$ cat config.mk
export PLATFORM = sky130hd
export DESIGN_NAME = cofre_acesso_ctrl_flat
export DESIGN_NICKNAME = d
export VERILOG_FILES = /design/src/rtl/cofre_acesso_ctrl_if.sv /design/src/rtl/cofre_acesso_ctrl.sv /design/src/flat_wrapper.sv
export SDC_FILE = /design/constraint.sdc
export NUM_CORES = 1
export LEC_CHECK = 0
export ABC_AREA = 1
export CAP_MARGIN = 5
export CORE_MARGIN = 2
export CORE_UTILIZATION = 59
export CTS_CLUSTER_SIZE = 24
export DETAILED_ROUTE_END_ITERATION = 8
export GPL_TIMING_DRIVEN = 0
export PLACE_DENSITY = 0.76
export SYNTH_ARGS = -nofsm -noshare
export SYNTH_HDL_FRONTEND = slang
export SYNTH_SLANG_ARGS = --single-unit
$ cat constraint.sdc
create_clock -name clk_27 -period 2.54 [get_ports clk_27]
set_input_delay 0.508 -clock clk_27 [delete_from_list [all_inputs] [get_ports clk_27]]
set_output_delay 0.508 -clock clk_27 [all_outputs]
set_load 0.01 [all_outputs]
$ cat src/rtl/cofre_acesso_ctrl_if.sv
// cofre_acesso_ctrl_if: keypad comparator, door and lock signals of the vault access controller.
interface cofre_acesso_ctrl_if;
  logic       inicio;
  logic       aceitoID;
  logic       falhaID;
  logic       fecharPorta;
  logic       habilitaEntrada;
  logic       travaAberta;
  logic       bloqueado;
  logic [2:0] tentativasFalhas;
  logic [2:0] estado;
  modport slave (
    input  inicio, aceitoID, falhaID, fecharPorta,
    output habilitaEntrada, travaAberta, bloqueado, tentativasFalhas, estado
  );
  modport master (
    output inicio, aceitoID, falhaID, fecharPorta,
    input  habilitaEntrada, travaAberta, bloqueado, tentativasFalhas, estado
  );
endinterface

$ cat src/rtl/cofre_acesso_ctrl.sv
// cofre_acesso_ctrl: vault access FSM with timed code entry, timed lock release and lockout after repeated failures.
module cofre_acesso_ctrl #(
  parameter int MAX_TENTATIVAS = 3,
  parameter int TEMPO_ENTRADA  = 270000000,
  parameter int TEMPO_ABERTO   = 135000000,
  parameter int TEMPO_BLOQUEIO = 810000000
) (
  input logic clk_27,
  input logic rst_n,
  cofre_acesso_ctrl_if.slave bus
);
  typedef enum logic [2:0] {OCIOSO = 3'd0, ENTRADA = 3'd1, ABERTO = 3'd2, BLOQUEIO = 3'd3} estado_t;
  localparam logic [31:0] FIM_ENTRADA  = 32'(TEMPO_ENTRADA - 1);
  localparam logic [31:0] FIM_ABERTO   = 32'(TEMPO_ABERTO - 1);
  localparam logic [31:0] FIM_BLOQUEIO = 32'(TEMPO_BLOQUEIO - 1);
  localparam logic [2:0]  MAX_T        = 3'(MAX_TENTATIVAS);
  estado_t estadoAtual, proxEstado;
  logic [31:0] timer, limite;
  logic [2:0] tentativas, proxTent;
  logic prevAceito, prevFalha, bordaAceito, bordaFalha;
  logic expirou, aceitou, falhou, ultima;
  logic habilita, trava, bloq;
  assign bordaAceito = bus.aceitoID & ~prevAceito;
  assign bordaFalha  = bus.falhaID & ~prevFalha;
  assign limite  = estadoAtual == ENTRADA ? FIM_ENTRADA : estadoAtual == ABERTO ? FIM_ABERTO : FIM_BLOQUEIO;
  assign expirou = timer == limite;
  // a result edge always wins over a simultaneous timeout
  assign aceitou = bordaAceito & ~bordaFalha;
  assign falhou  = bordaFalha | (~bordaAceito & expirou);
  assign ultima  = tentativas + 3'd1 == MAX_T;
  always_comb begin
    proxEstado = OCIOSO;
    proxTent   = tentativas;
    case (estadoAtual)
      OCIOSO:   proxEstado = bus.inicio ? ENTRADA : OCIOSO;
      ENTRADA: begin
        proxEstado = aceitou ? ABERTO : falhou ? (ultima ? BLOQUEIO : OCIOSO) : ENTRADA;
        proxTent   = aceitou ? 3'd0 : falhou ? tentativas + 3'd1 : tentativas;
      end
      ABERTO:   proxEstado = bus.fecharPorta | expirou ? OCIOSO : ABERTO;
      BLOQUEIO: begin
        proxEstado = expirou ? OCIOSO : BLOQUEIO;
        proxTent   = expirou ? 3'd0 : tentativas;
      end
      default:  proxEstado = OCIOSO;
    endcase
  end
  always_ff @(posedge clk_27 or negedge rst_n) begin
    if (!rst_n) begin
      estadoAtual <= OCIOSO;
      tentativas  <= '0;
      timer       <= '0;
      prevAceito  <= 1'b0;
      prevFalha   <= 1'b0;
      habilita    <= 1'b0;
      trava       <= 1'b0;
      bloq        <= 1'b0;
    end else begin
      estadoAtual <= proxEstado;
      tentativas  <= proxTent;
      timer       <= (proxEstado != estadoAtual || estadoAtual == OCIOSO) ? '0 : timer + 32'd1;
      prevAceito  <= bus.aceitoID;
      prevFalha   <= bus.falhaID;
      habilita    <= proxEstado == ENTRADA;
      trava       <= proxEstado == ABERTO;
      bloq        <= proxEstado == BLOQUEIO;
    end
  end
  assign bus.estado           = estadoAtual;
  assign bus.tentativasFalhas = tentativas;
  assign bus.habilitaEntrada  = habilita;
  assign bus.travaAberta      = trava;
  assign bus.bloqueado        = bloq;
endmodule

$ cat src/flat_wrapper.sv
// flat-port wrapper written by rule: the top's interface ports become plain ports
module cofre_acesso_ctrl_flat 
#(
  parameter int MAX_TENTATIVAS = 3,
  parameter int TEMPO_ENTRADA  = 270000000,
  parameter int TEMPO_ABERTO   = 135000000,
  parameter int TEMPO_BLOQUEIO = 810000000
)
  (clk_27, rst_n, bus_inicio, bus_aceitoID, bus_falhaID, bus_fecharPorta, bus_habilitaEntrada, bus_travaAberta, bus_bloqueado, bus_tentativasFalhas, bus_estado);
  cofre_acesso_ctrl_if bus_i ();
  input logic clk_27;
  input logic rst_n;
  input wire logic [$bits(bus_i.inicio)-1:0] bus_inicio;
  input wire logic [$bits(bus_i.aceitoID)-1:0] bus_aceitoID;
  input wire logic [$bits(bus_i.falhaID)-1:0] bus_falhaID;
  input wire logic [$bits(bus_i.fecharPorta)-1:0] bus_fecharPorta;
  output wire logic [$bits(bus_i.habilitaEntrada)-1:0] bus_habilitaEntrada;
  output wire logic [$bits(bus_i.travaAberta)-1:0] bus_travaAberta;
  output wire logic [$bits(bus_i.bloqueado)-1:0] bus_bloqueado;
  output wire logic [$bits(bus_i.tentativasFalhas)-1:0] bus_tentativasFalhas;
  output wire logic [$bits(bus_i.estado)-1:0] bus_estado;
  assign bus_i.inicio = bus_inicio;
  assign bus_i.aceitoID = bus_aceitoID;
  assign bus_i.falhaID = bus_falhaID;
  assign bus_i.fecharPorta = bus_fecharPorta;
  assign bus_habilitaEntrada = bus_i.habilitaEntrada;
  assign bus_travaAberta = bus_i.travaAberta;
  assign bus_bloqueado = bus_i.bloqueado;
  assign bus_tentativasFalhas = bus_i.tentativasFalhas;
  assign bus_estado = bus_i.estado;
  cofre_acesso_ctrl #(.MAX_TENTATIVAS(MAX_TENTATIVAS), .TEMPO_ENTRADA(TEMPO_ENTRADA), .TEMPO_ABERTO(TEMPO_ABERTO), .TEMPO_BLOQUEIO(TEMPO_BLOQUEIO)) u_core (.clk_27(clk_27), .rst_n(rst_n), .bus(bus_i));
endmodule
# Word level (Yosys, flattened, before mapping)
# Cells that the tools add are included.
totals:
  in_bits: 6
  output_inout_bits: 9
  wordCells: 49
  regBits: 43
op_classes:
  n_reduce_logical: 4
  muxes: 14
  bitwise_logic: 10
  n_eq_ne: 11
  n_addsub: 2
op_table:
  columns: ["cell", "n"]
  rows:
  - ["2-to-1 mux 32 bit", 2]
  - ["adder 32 x 1 -> 32 bit (second input constant)", 1]
  - ["== test 32 bit", 1]
  - ["2-to-1 mux 30 bit", 1]
  - ["== test 3 x 2 -> 1 bit (second input constant)", 5]
  - ["2-to-1 mux 3 bit", 5]
  - ["one-hot mux 3 bit (4 select lines)", 1]
  - ["== test 3 x 1 -> 1 bit (second input constant)", 2]
  - ["2-to-1 mux 2 bit", 3]
  - ["one-hot mux 3 bit (2 select lines)", 1]
  - ["bitwise AND 1 bit", 4]
  - ["NOT 1 bit", 4]
  - ["adder 3 x 1 -> 3 bit (second input constant)", 1]
  - ["logical NOT 3 bit", 1]
  - ["inequality test 3 x 1 -> 1 bit (second input constant)", 1]
  - ["inequality test 3 bit", 1]
  - ["AND reduction 3 bit", 1]
  - ["inequality test 2 x 1 -> 1 bit (second input constant)", 1]
  - ["OR 1 bit", 2]
  - ["nonzero test 2 bit", 1]
  - ["logical OR 1 bit", 1]
  - ["2-to-1 mux 1 bit", 1]

# Longest topological paths before layout
# Gate-level depths: netlist of the first run.
depth:
  word_depth: 12
  depth_mapped: 18
  ltp_nobuf: 17

# Least setup slack after synthesis of the first run
# OpenSTA, ideal clock, no wires.
synth_timing:
  kind: "register -> register"
  startpoint: "register u_core.estadoAtual[0], in the netlist u_core.bus.estado[0]"
  endpoint: "register u_core.timer[15]"
  path_stages_with_launch: 18
  t_required_ps: 2471
  slack_ps: 286
  setup_time_ps: 69
  synth_period_minus_slack_ps: 2254
  arrival_time_ps: 2184
  path_buffers: 1
  cell_sequence: "dfrtp_1 -> inv_1 -> ha_1 -> inv_1 -> nand2_1 -> nand2_1 -> nor2_1 -> nand2_2 -> nor2_2 -> nand3_2 -> nand2_2 -> nand2_2 -> nor2_4 -> nor2_2 -> nor2_2 -> nand3_4 -> buf_6 -> nor2_2"
synth_via:
  elab_chain_len: 12
  elab_cells_between_ends: 18
  cone_classes: "5 x eq/ne; 8 x mux; 3 x bitwise; 2 x reduce/logical"
synth_lines:
  columns: ["item", "line", "text"]
  rows:
  - ["from (decl)", "cofre_acesso_ctrl.sv:17", "estado_t estadoAtual, proxEstado;"]
  - ["from (signal assigned)", "cofre_acesso_ctrl.sv:59", "estadoAtual <= proxEstado;"]
  - ["== test 3 x 2 -> 1 bit", "cofre_acesso_ctrl.sv:25, cofre_acesso_ctrl.sv:34", null]
  - ["2-to-1 mux 30 bit", "cofre_acesso_ctrl.sv:25", "assign limite = estadoAtual == ENTRADA ? FIM_ENTRADA : estadoAtual == ABERTO ? FIM_ABERTO : FIM_BLOQUEIO;"]
  - ["2-to-1 mux 32 bit", "cofre_acesso_ctrl.sv:25", null]
  - ["== test 32 bit", "cofre_acesso_ctrl.sv:26", "assign expirou = timer == limite;"]
  - ["bitwise AND 1 bit", "cofre_acesso_ctrl.sv:29", "assign falhou = bordaFalha | (~bordaAceito & expirou);"]
  - ["OR 1 bit", "cofre_acesso_ctrl.sv:29", null]
  - ["2-to-1 mux 3 bit (2 in a row)", "cofre_acesso_ctrl.sv:37", "proxEstado = aceitou ? ABERTO : falhou ? (ultima ? BLOQUEIO : OCIOSO) : ENTRADA;"]
  - ["one-hot mux 3 bit (4 select lines)", "cofre_acesso_ctrl.sv:34", "case (estadoAtual)"]
  - ["inequality test 3 bit", "cofre_acesso_ctrl.sv:61", "timer <= (proxEstado != estadoAtual || estadoAtual == OCIOSO) ? '0 : timer + 32'd1;"]
  - ["logical OR 1 bit *", "cofre_acesso_ctrl.sv:61", null]
  - ["2-to-1 mux 32 bit *", "cofre_acesso_ctrl.sv:61", null]
  - ["to (signal assigned)", "cofre_acesso_ctrl.sv:61", null]
  - ["to (decl)", "cofre_acesso_ctrl.sv:18", "logic [31:0] timer, limite;"]
# Mark *: on every way between the ends. The rest lies on a longest branch, timed or not.
# A chain may end at the register's enable or synchronous reset.

# Worst setup path after layout of the first run
layout_timing:
  startpoint: "register u_core.estadoAtual[1], in the netlist u_core.bus.estado[1]"
  endpoint: "register u_core.timer[26]"
# The elaborated chain is that of the path after synthesis.

==> out/qor.log, run 1 <==
qor: status.outcome finished clean
qor: placement.number_of_port_buffers 13
qor: synth.post-synth-top-area-fraction 41.1%
qor: cells_and_area.drive_gt1_share 20.2%
qor: synth.ys_seq_elements 42
qor: floorplanning.die_x 69.8 um
qor: critical_path.sort_of_element_at_the_end_of_the_critical_path register
qor: clock_tree.clock_pin_slew_worst_setup_and_hold_paths 0.08 ns
qor: critical_path.critPathArrivalTime 2.58 ns
qor: cells_and_area.multi_input_area 1350 um^2
qor: pwr.power_frac_clock 18.4%
qor: pwr.switching_power_share_of_the_total 39.0%
qor: floorplanning.num_rows 23
qor: critical_path.r2r_cells 17
qor: floorplanning.core_area 4090 um^2
qor: cells_and_area.post-route-cell-area 2920 um^2
qor: timing.rsz0062_at_grt false
qor: min_path.worstHoldPathType input port to async pin
qor: routing.drt_iter0_drc 87
qor: cells_and_area.total_number_of_nets_in_the_final_design 350
qor: timing.finalHoldWorstSlack 0.170 ns
qor: placement.preCtsSetupSlack 0.0136 ns
qor: cells_and_area.area.sequential 1050 um^2
qor: synth.postSynth.topFlopCell dfrtp_1
qor: pwr.power.combinational.fraction 45.6%
qor: critical_path.critical_path_class register to register
qor: critical_path.startpoint_type register
qor: critical_path.rr_endpoint u_core.timer[26]$_DFF_PN0_
qor: synth.synthDominantAreaCellType dfrtp_1
qor: pwr.design_power_total 0.00221 W
qor: cells_and_area.nFillCells 352
qor: clock_tree.h_tree_depth 2
qor: cells_and_area.final_util 71.4%
qor: routing.detail_route.wl_per_cell 12.6 um
qor: floorplanning.y_dimension_of_the_die 69.8 um
qor: placement.place_hpwl 3.76 mm
qor: global_routing.grt_overflow_total 0
qor: timing.hold_viol 0
qor: critical_path.reg_to_reg_slack_setup 0.18 ns
qor: synth.synthTopCellsByArea dfrtp_1, nand2_1, xor2_1, nor2_2, inv_1
qor: pwr.pwr_density_cell 758 nW/um^2
qor: synth.asyncSetResetFlopFracSynth 100%
qor: routing.drt_wl_total 4.89 mm
qor: timing.worst_slew_pin_slew 0.545 ns
qor: pwr.leakage 1.22 nW
qor: pwr.pwr-share-seq 36.0%
qor: placement.gpl.final_weighted_congestion 0.901
qor: clock_tree.cts_buffer_depth 2
qor: synth.cell_with_the_most_instances_after_synthesis nand2_1
qor: routing.remaining_drc_errors 0
qor: timing.max_clock_freq 424 MHz
qor: routing.dr.pass1.iters 6
qor: critical_path.critical_path_peak_fanout 10
qor: critical_path.cp_data_required_time 2.76 ns
qor: pwr.power.switching 0.000864 W
qor: floorplanning.initial_core_utilization 62.6%
qor: synth.synthesis.area 2560 um^2
qor: synth.synth.yosys.seq_area_share 41.1%
qor: clock_tree.numClockSinks 42
qor: global_routing.grt_first_pass_wirelength 8.54 mm
qor: global_routing.grt_antenna_before_repair 0
qor: routing.post_route_antenna_net_violation_count 0
qor: timing.timing.final.setup_violations 0
qor: critical_path.worstReg2RegStart u_core.bus.estado[1]$_DFF_PN0_
qor: clock_tree.total_clock_buffers_created_by_cts 5
qor: floorplanning.die-area 4870 um^2
qor: timing.post-route-min-period 2.36 ns
qor: synth.yosysWarnings 0
qor: synth.netlist_instances 314
qor: timing.setup_ws 0.184 ns
qor: floorplanning.top_level_ports 15
qor: clock_tree.clkLatencyLatePin 0.29 ns
qor: pwr.power_report.internal_total 0.00135 W
qor: timing.relSlewSlack 63.3%
qor: synth.synth-edff-count 0
qor: synth.yosys.cell_types.count 29
qor: placement.dpl_cell_area 2770 um^2
qor: routing.total_via_count_after_detailed_routing 2015
qor: clock_tree.cts_root_buffer clkbuf_8
qor: global_routing.number_of_global_route_vias_before_repair 1885
qor: global_routing.pin_count_of_the_biggest_net_entering_global_routing 24
qor: synth.syn-mean-instance-area 8.14 um^2
qor: cells_and_area.areaGrowthSynthToFinish 14.2%
qor: routing.detail_route.vias_per_cell 5.21
qor: timing.final_max_slew_viol_count 0
qor: clock_tree.post_cts_hold_buffer_count 0
qor: clock_tree.tritoncts done
qor: run.max_cap_viol_count 0
qor: timing.final.period_utilization 92.8%
qor: cells_and_area.diodes 0
qor: timing.fin_worst_skew 0.00582 ns
qor: pwr.power.ir.vdd_worst 0.000341 V
qor: synth.synth_cell_count_leaders nand2_1, dfrtp_1, inv_1, nor2_2, nor2_1
qor: global_routing.grt.total_usage 21.7%
qor: synth.synth_nets 327
## worst max-delay path, cell delays in order, from the launching register on
cell and delay [ns]:
dfrtp_2 0.43, inv_2 0.08, ha_4 0.29, inv_1 0.05
nand2_1 0.05, nand2_1 0.04, nor2_1 0.12, nand2_2 0.07
nor2_2 0.13, nand3_4 0.13, nand2_2 0.10, nand2_2 0.06
nor2_4 0.14, nor2_2 0.05, nor2_2 0.14, nand3_4 0.14
buf_6 0.18, nor2_2 0.09
## registers in the layout, indices dropped and copies added (netlist names)
| signal | flops |
|---|---|
| u_core.timer | 32 |
| u_core.bus.estado | 2 |
| u_core.bus.travaAberta | 1 |
| u_core.bus.bloqueado | 1 |
| u_core.bus.tentativasFalhas | 3 |
| u_core.prevAceito | 1 |
| u_core.prevFalha | 1 |
| u_core.bus.habilitaEntrada | 1 |
## through the flow
step / instances / TNS [ns]
floorplan: 314 / 0
global placement: 377 / -2.96
detailed placement: 378 / 0
CTS: 385 / 0
global route: 387 / 0
finish: 387 / 0
## power groups by stage
stage | sequential [W] | clock (W) | combinational [W]
finish | 0.000798 | 0.000406 | 0.00101
detailed placement | 0.000814 | 0 | 0.000922
global route | 0.000806 | 0.000445 | 0.00111
global placement | 0.000810 | 0 | 0.000904
floorplan | 0.000831 | 0 | 0.000639
CTS | 0.000801 | 0.000419 | 0.000927
## cell families (layout without fill, tap and decap cells)
logic type	count (synthesis)	after routing	synth area share, %
compound gates	9	9	1.86
xor+xnor	31	31	10.6
fa+ha+maj	7	7	3.43
buf+inv	46	69	7.78
flops	42	42	41.1
mux	1	1	0.392
other cells	1	1	0.147
simple gates	177	177	34.7
## metal layers
layer	track usage, %	wire length (um)	vias up
li1	-	-	1020
met1	28.7	2250	939
met2	37.1	2370	51
met5	0	0	-
met3	3.92	218	5
met4	5.13	53	0
## how the worst max path moves through the flow
stage                                         from                    endpoint  slack, ns  depth (start not counted)
finish              u_core.bus.estado[1]$_DFF_PN0_  u_core.timer[26]$_DFF_PN0_       0.18                         17
global placement                             rst_n  u_core.timer[23]$_DFF_PN0_      -0.07                          1
detailed placement  u_core.bus.estado[0]$_DFF_PN0_  u_core.timer[26]$_DFF_PN0_       0.01                         17
floorplan           u_core.bus.estado[0]$_DFF_PN0_  u_core.timer[15]$_DFF_PN0_       0.29                         17
global route        u_core.bus.estado[1]$_DFF_PN0_   u_core.timer[7]$_DFF_PN0_       0.02                         18
CTS                 u_core.bus.estado[1]$_DFF_PN0_  u_core.timer[13]$_DFF_PN0_       0.04                         17
## cells in the final DEF (no fill, tap or decap), drive strengths merged, types with 7 or more instances in the layout
cell type,netlist,routed
nand4,11,11
inv,41,41
nor3,8,8
nand3,14,14
buf,4,8
xor2,26,26
clkdlybuf4s50,0,12
nor2,66,66
dfrtp,42,42
ha,7,7
nand2,69,69
## area by class of cell
class	instances	area share (%)
well taps	50	2.14
multi-input cells	226	46.4
repair buffers	16	5.74
flip-flops and latches	42	36.1
clock inverters	2	0.343
clock buffers	5	2.36
inverters	41	5.27
plain buffers	5	1.67
## repair_timing
item | in CTS | in global routing
gates resized for setup | 2 | 11
setup buffers | 0 | 2
pin swaps | 0 | 1
hold endpoints to repair | 0 | 0
endpoints found under the setup margin | 3 | 32
Power figures use the tool's default switching activity.
==> run 2, diff against run 1 <==
SKIP_LAST_GASP = 1   (was default)
==> results of run 2 <==
Same layout as run 1: the final DEF is identical, and so are final timing and power.
==> run 3, diff against run 2 <==
--- a/constraint.sdc
+++ b/constraint.sdc
@@ -3,2 +3,2 @@
 set_output_delay 0.508 -clock clk_27 [all_outputs]
-set_load 0.01 [all_outputs]
+set_load 0.05 [all_outputs]
==> out/qor.log, run 3 (synthesis gave the netlist of run 1 again) <==
qor: global_routing.grt.total_usage 22.3% [was 21.7%]
qor: clock_tree.tritoncts done [unchanged]
qor: routing.post_route_antenna_net_violation_count 0 [unchanged]
qor: floorplanning.die_x 69.8 um [unchanged]
qor: pwr.power.switching 0.00112 W [was 0.000864 W]
qor: run.max_cap_viol_count 0 [unchanged]
qor: critical_path.max_stage_delay 0.44 ns [was 0.43 ns]
qor: routing.detail_route.vias_per_cell 5.13 [was 5.21]
qor: pwr.leakage 1.26 nW [was 1.22 nW]
qor: critical_path.critical_path_buf_inv_count 3 [unchanged]
qor: timing.fin_tns_setup 0 ns [unchanged]
qor: cells_and_area.number_of_flip_flops_under_the_largest_register_name 32 [unchanged]
qor: floorplanning.top_level_ports 15 [unchanged]
qor: clock_tree.numClockSinks 42 [unchanged]
qor: pwr.pwr-share-seq 30.7% [was 36.0%]
qor: critical_path.cp_cell_sequence inv_2 -> ha_4 -> inv_1 -> nand2_1 -> nand2_1 -> nor2_1 -> nand2_2 -> nor2_2 -> nand3_4 -> nand2_2 -> nand2_2 -> nor2_4 -> nor2_2 -> nor2_2 -> nand3_4 -> buf_12 -> nor2_2 [was inv_2 -> ha_4 -> inv_1 -> nand2_1 -> nand2_1 -> nor2_1 -> nand2_2 -> nor2_2 -> nand3_4 -> nand2_2 -> nand2_2 -> nor2_4 -> nor2_2 -> nor2_2 -> nand3_4 -> buf_6 -> nor2_2]
qor: critical_path.path_depth 17 [unchanged]
qor: critical_path.reg_to_reg_slack_setup 0.12 ns [was 0.18 ns]
qor: floorplanning.y_dimension_of_the_die 69.8 um [unchanged]
qor: routing.detail_route.wl_per_cell 13.5 um [was 12.6 um]
qor: cells_and_area.top_register u_core.timer [unchanged]
qor: critical_path.r2r_cells 17 [unchanged]
qor: cells_and_area.areaGrowthSynthToFinish 17.3% [was 14.2%]
qor: min_path.worstHoldPathType input port to async pin [unchanged]
qor: floorplanning.die-area 4870 um^2 [unchanged]
qor: clock_tree.post_cts_hold_buffer_count 0 [unchanged]
qor: critical_path.worstReg2RegStart u_core.bus.estado[1]$_DFF_PN0_ [unchanged]
qor: pwr.design_power_total 0.00263 W [was 0.00221 W]
qor: pwr.power.ir.vdd_worst 0.000421 V [was 0.000341 V]
qor: routing.drt_wl_total 5.29 mm [was 4.89 mm]
qor: global_routing.number_of_global_route_vias_before_repair 1934 [was 1885]
qor: critical_path.rr_endpoint u_core.timer[26]$_DFF_PN0_ [unchanged]
qor: placement.number_of_port_buffers 13 [unchanged]
qor: critical_path.cp_slowest_cell dfrtp_2 [unchanged]
qor: critical_path.sort_of_element_at_the_end_of_the_critical_path register [unchanged]
qor: cells_and_area.layout_commonest_cell nand2_1 [unchanged]
qor: timing.post-route-min-period 2.42 ns [was 2.36 ns]
qor: timing.fin_worst_skew 0.00323 ns [was 0.00582 ns]
qor: clock_tree.total_clock_buffers_created_by_cts 5 [unchanged]
qor: timing.worst_slew_pin_slew 0.532 ns [was 0.545 ns]
qor: global_routing.grt_overflow_total 0 [unchanged]
qor: clock_tree.cts_buffer_depth 2 [unchanged]
qor: cells_and_area.drive_gt1_share 21.6% [was 20.2%]
qor: cells_and_area.final_cell_mix nand2_1, dfrtp_1, inv_1 [unchanged]
qor: routing.remaining_drc_errors 0 [unchanged]
qor: clock_tree.clock_pin_slew_worst_setup_and_hold_paths 0.08 ns [about the same]
qor: critical_path.critical_path_class register to register [unchanged]
qor: critical_path.critical_path_peak_fanout 6 [was 10]
qor: pwr.power_report.internal_total 0.00151 W [was 0.00135 W]
qor: critical_path.cp_data_required_time 2.77 ns [was 2.76 ns]
qor: floorplanning.core_area 4090 um^2 [unchanged]
qor: timing.timing.final.setup_violations 0 [unchanged]
qor: cells_and_area.diodes 0 [unchanged]
qor: placement.place_hpwl 3.75 mm [was 3.76 mm]
qor: critical_path.worst_path_dominant_cell_family simple AND/OR/NAND/NOR gates [unchanged]
qor: clock_tree.cts_root_buffer clkbuf_8 [unchanged]
qor: critical_path.path_common_cell nor2_2 [unchanged]
qor: timing.final.period_utilization 95.1% [was 92.8%]
qor: floorplanning.initial_core_utilization 62.6% [unchanged]
qor: floorplanning.num_rows 23 [unchanged]
qor: routing.dr.pass1.iters 5 [was 6]
qor: pwr.power.combinational.fraction 51.9% [was 45.6%]
qor: cells_and_area.total_number_of_nets_in_the_final_design 355 [was 350]
qor: global_routing.grt_first_pass_wirelength 8.63 mm [was 8.54 mm]
qor: timing.relSlewSlack 64.5% [was 63.3%]
qor: timing.rsz0062_at_grt true [was false]
qor: status.outcome finished clean [unchanged]
qor: clock_tree.clkLatencyLatePin 0.30 ns [was 0.29 ns]
qor: pwr.switching_power_share_of_the_total 42.7% [was 39.0%]
qor: pwr.power_frac_clock 17.4% [was 18.4%]
qor: critical_path.critPathArrivalTime 2.64 ns [was 2.58 ns]
qor: pwr.pwr_density_cell 878 nW/um^2 [was 758 nW/um^2]
qor: timing.max_clock_freq 414 MHz [was 424 MHz]
qor: placement.gpl.final_weighted_congestion 0.897 [was 0.901]
qor: timing.hold_viol 0 [unchanged]
qor: clock_tree.h_tree_depth 2 [unchanged]
qor: global_routing.pin_count_of_the_biggest_net_entering_global_routing 24 [unchanged]
qor: routing.drt_iter0_drc 81 [was 87]
qor: global_routing.grt_antenna_before_repair 0 [unchanged]
qor: timing.final_max_slew_viol_count 0 [unchanged]
qor: critical_path.startpoint_type register [unchanged]
qor: routing.total_via_count_after_detailed_routing 2015 [unchanged]
-- run 3: cell count changes in the layout (fill, tap and decap cells not counted) --
cell        before  now
inv_1           38   37
clkinv_2         2    1
buf_6            2    1
ha_2             1    0
clkbuf_8         5    6
ha_1             4    5
clkinvlp_4       0    1
inv_4            0    1
buf_4            3    7
clkbuf_16        0    1
buf_12           0    1
-- run 3: final cells by class --
type                       instances  area (um^2)
fill                             324         1090
buffer                             5         57.6
timing repair buffer              21          223
multi-input combinational        226         1350
sequential                        42         1050
clock buffer                       6         82.6
inverter                          41          156
tap                               50         62.6
clock inverter                     2         12.5
-- run 3: per-stage QoR --
step | util (%) | hold WS, ns | instance area, um^2 | setup WS, ns | std cells
after global placement | 67.3 | 0.453 | 2750 | -0.227 | 377
after CTS | 70.2 | 0.187 | 2870 | 0.00800 | 386
after floorplan | - | 0.212 | 2560 | 0.00166 | 314
after detailed placement | 67.9 | 0.465 | 2770 | 0.0414 | 378
after global routing | 73.4 | 0.209 | 3000 | -0.0933 | 393
final | 73.4 | 0.180 | 3000 | 0.124 | 393
-- run 3: routing by layer --
layer / routed length, um / track usage, % / up-vias
met5: 0 / 0 / -
met1: 2360 / 28.9 / 930
met4: 110 / 8.33 / 0
met2: 2590 / 36.7 / 47
met3: 225 / 4.51 / 10
li1: - / - / 1028
-- run 3: timing repair --
action | 4_1_cts | 5_1_grt
setup endpoints to repair | 0 | 32
setup buffers | 0 | 6
resized for setup | 0 | 15
-- run 3: worst max path at each step --
stage / start / end / slack [ns]
6_report: u_core.bus.estado[1]$_DFF_PN0_ / u_core.timer[26]$_DFF_PN0_ / 0.12
5_1_grt: u_core.bus.estado[1]$_DFF_PN0_ / u_core.timer[8]$_DFF_PN0_ / -0.09
4_1_cts: u_core.bus.estado[0]$_DFF_PN0_ / u_core.timer[26]$_DFF_PN0_ / 0.008
3_5_place_dp: u_core.bus.estado[0]$_DFF_PN0_ / u_core.timer[26]$_DFF_PN0_ / 0.04
3_3_place_gp: rst_n / u_core.bus.estado[0]$_DFF_PN0_ / -0.23
2_1_floorplan: u_core.bus.estado[1]$_DFF_PN0_ / u_core.timer[15]$_DFF_PN0_ / 0.002
-- run 3: power by group through the flow --
stage	combinational (W)	sequential (W)	clock, W
6_report	0.00137	0.000807	0.000459
5_1_grt	0.00146	0.000817	0.000495
4_1_cts	0.00111	0.000802	0.000469
3_5_place_dp	0.00111	0.000816	0
3_3_place_gp	0.00108	0.000812	0
2_1_floorplan	0.000642	0.00100	0
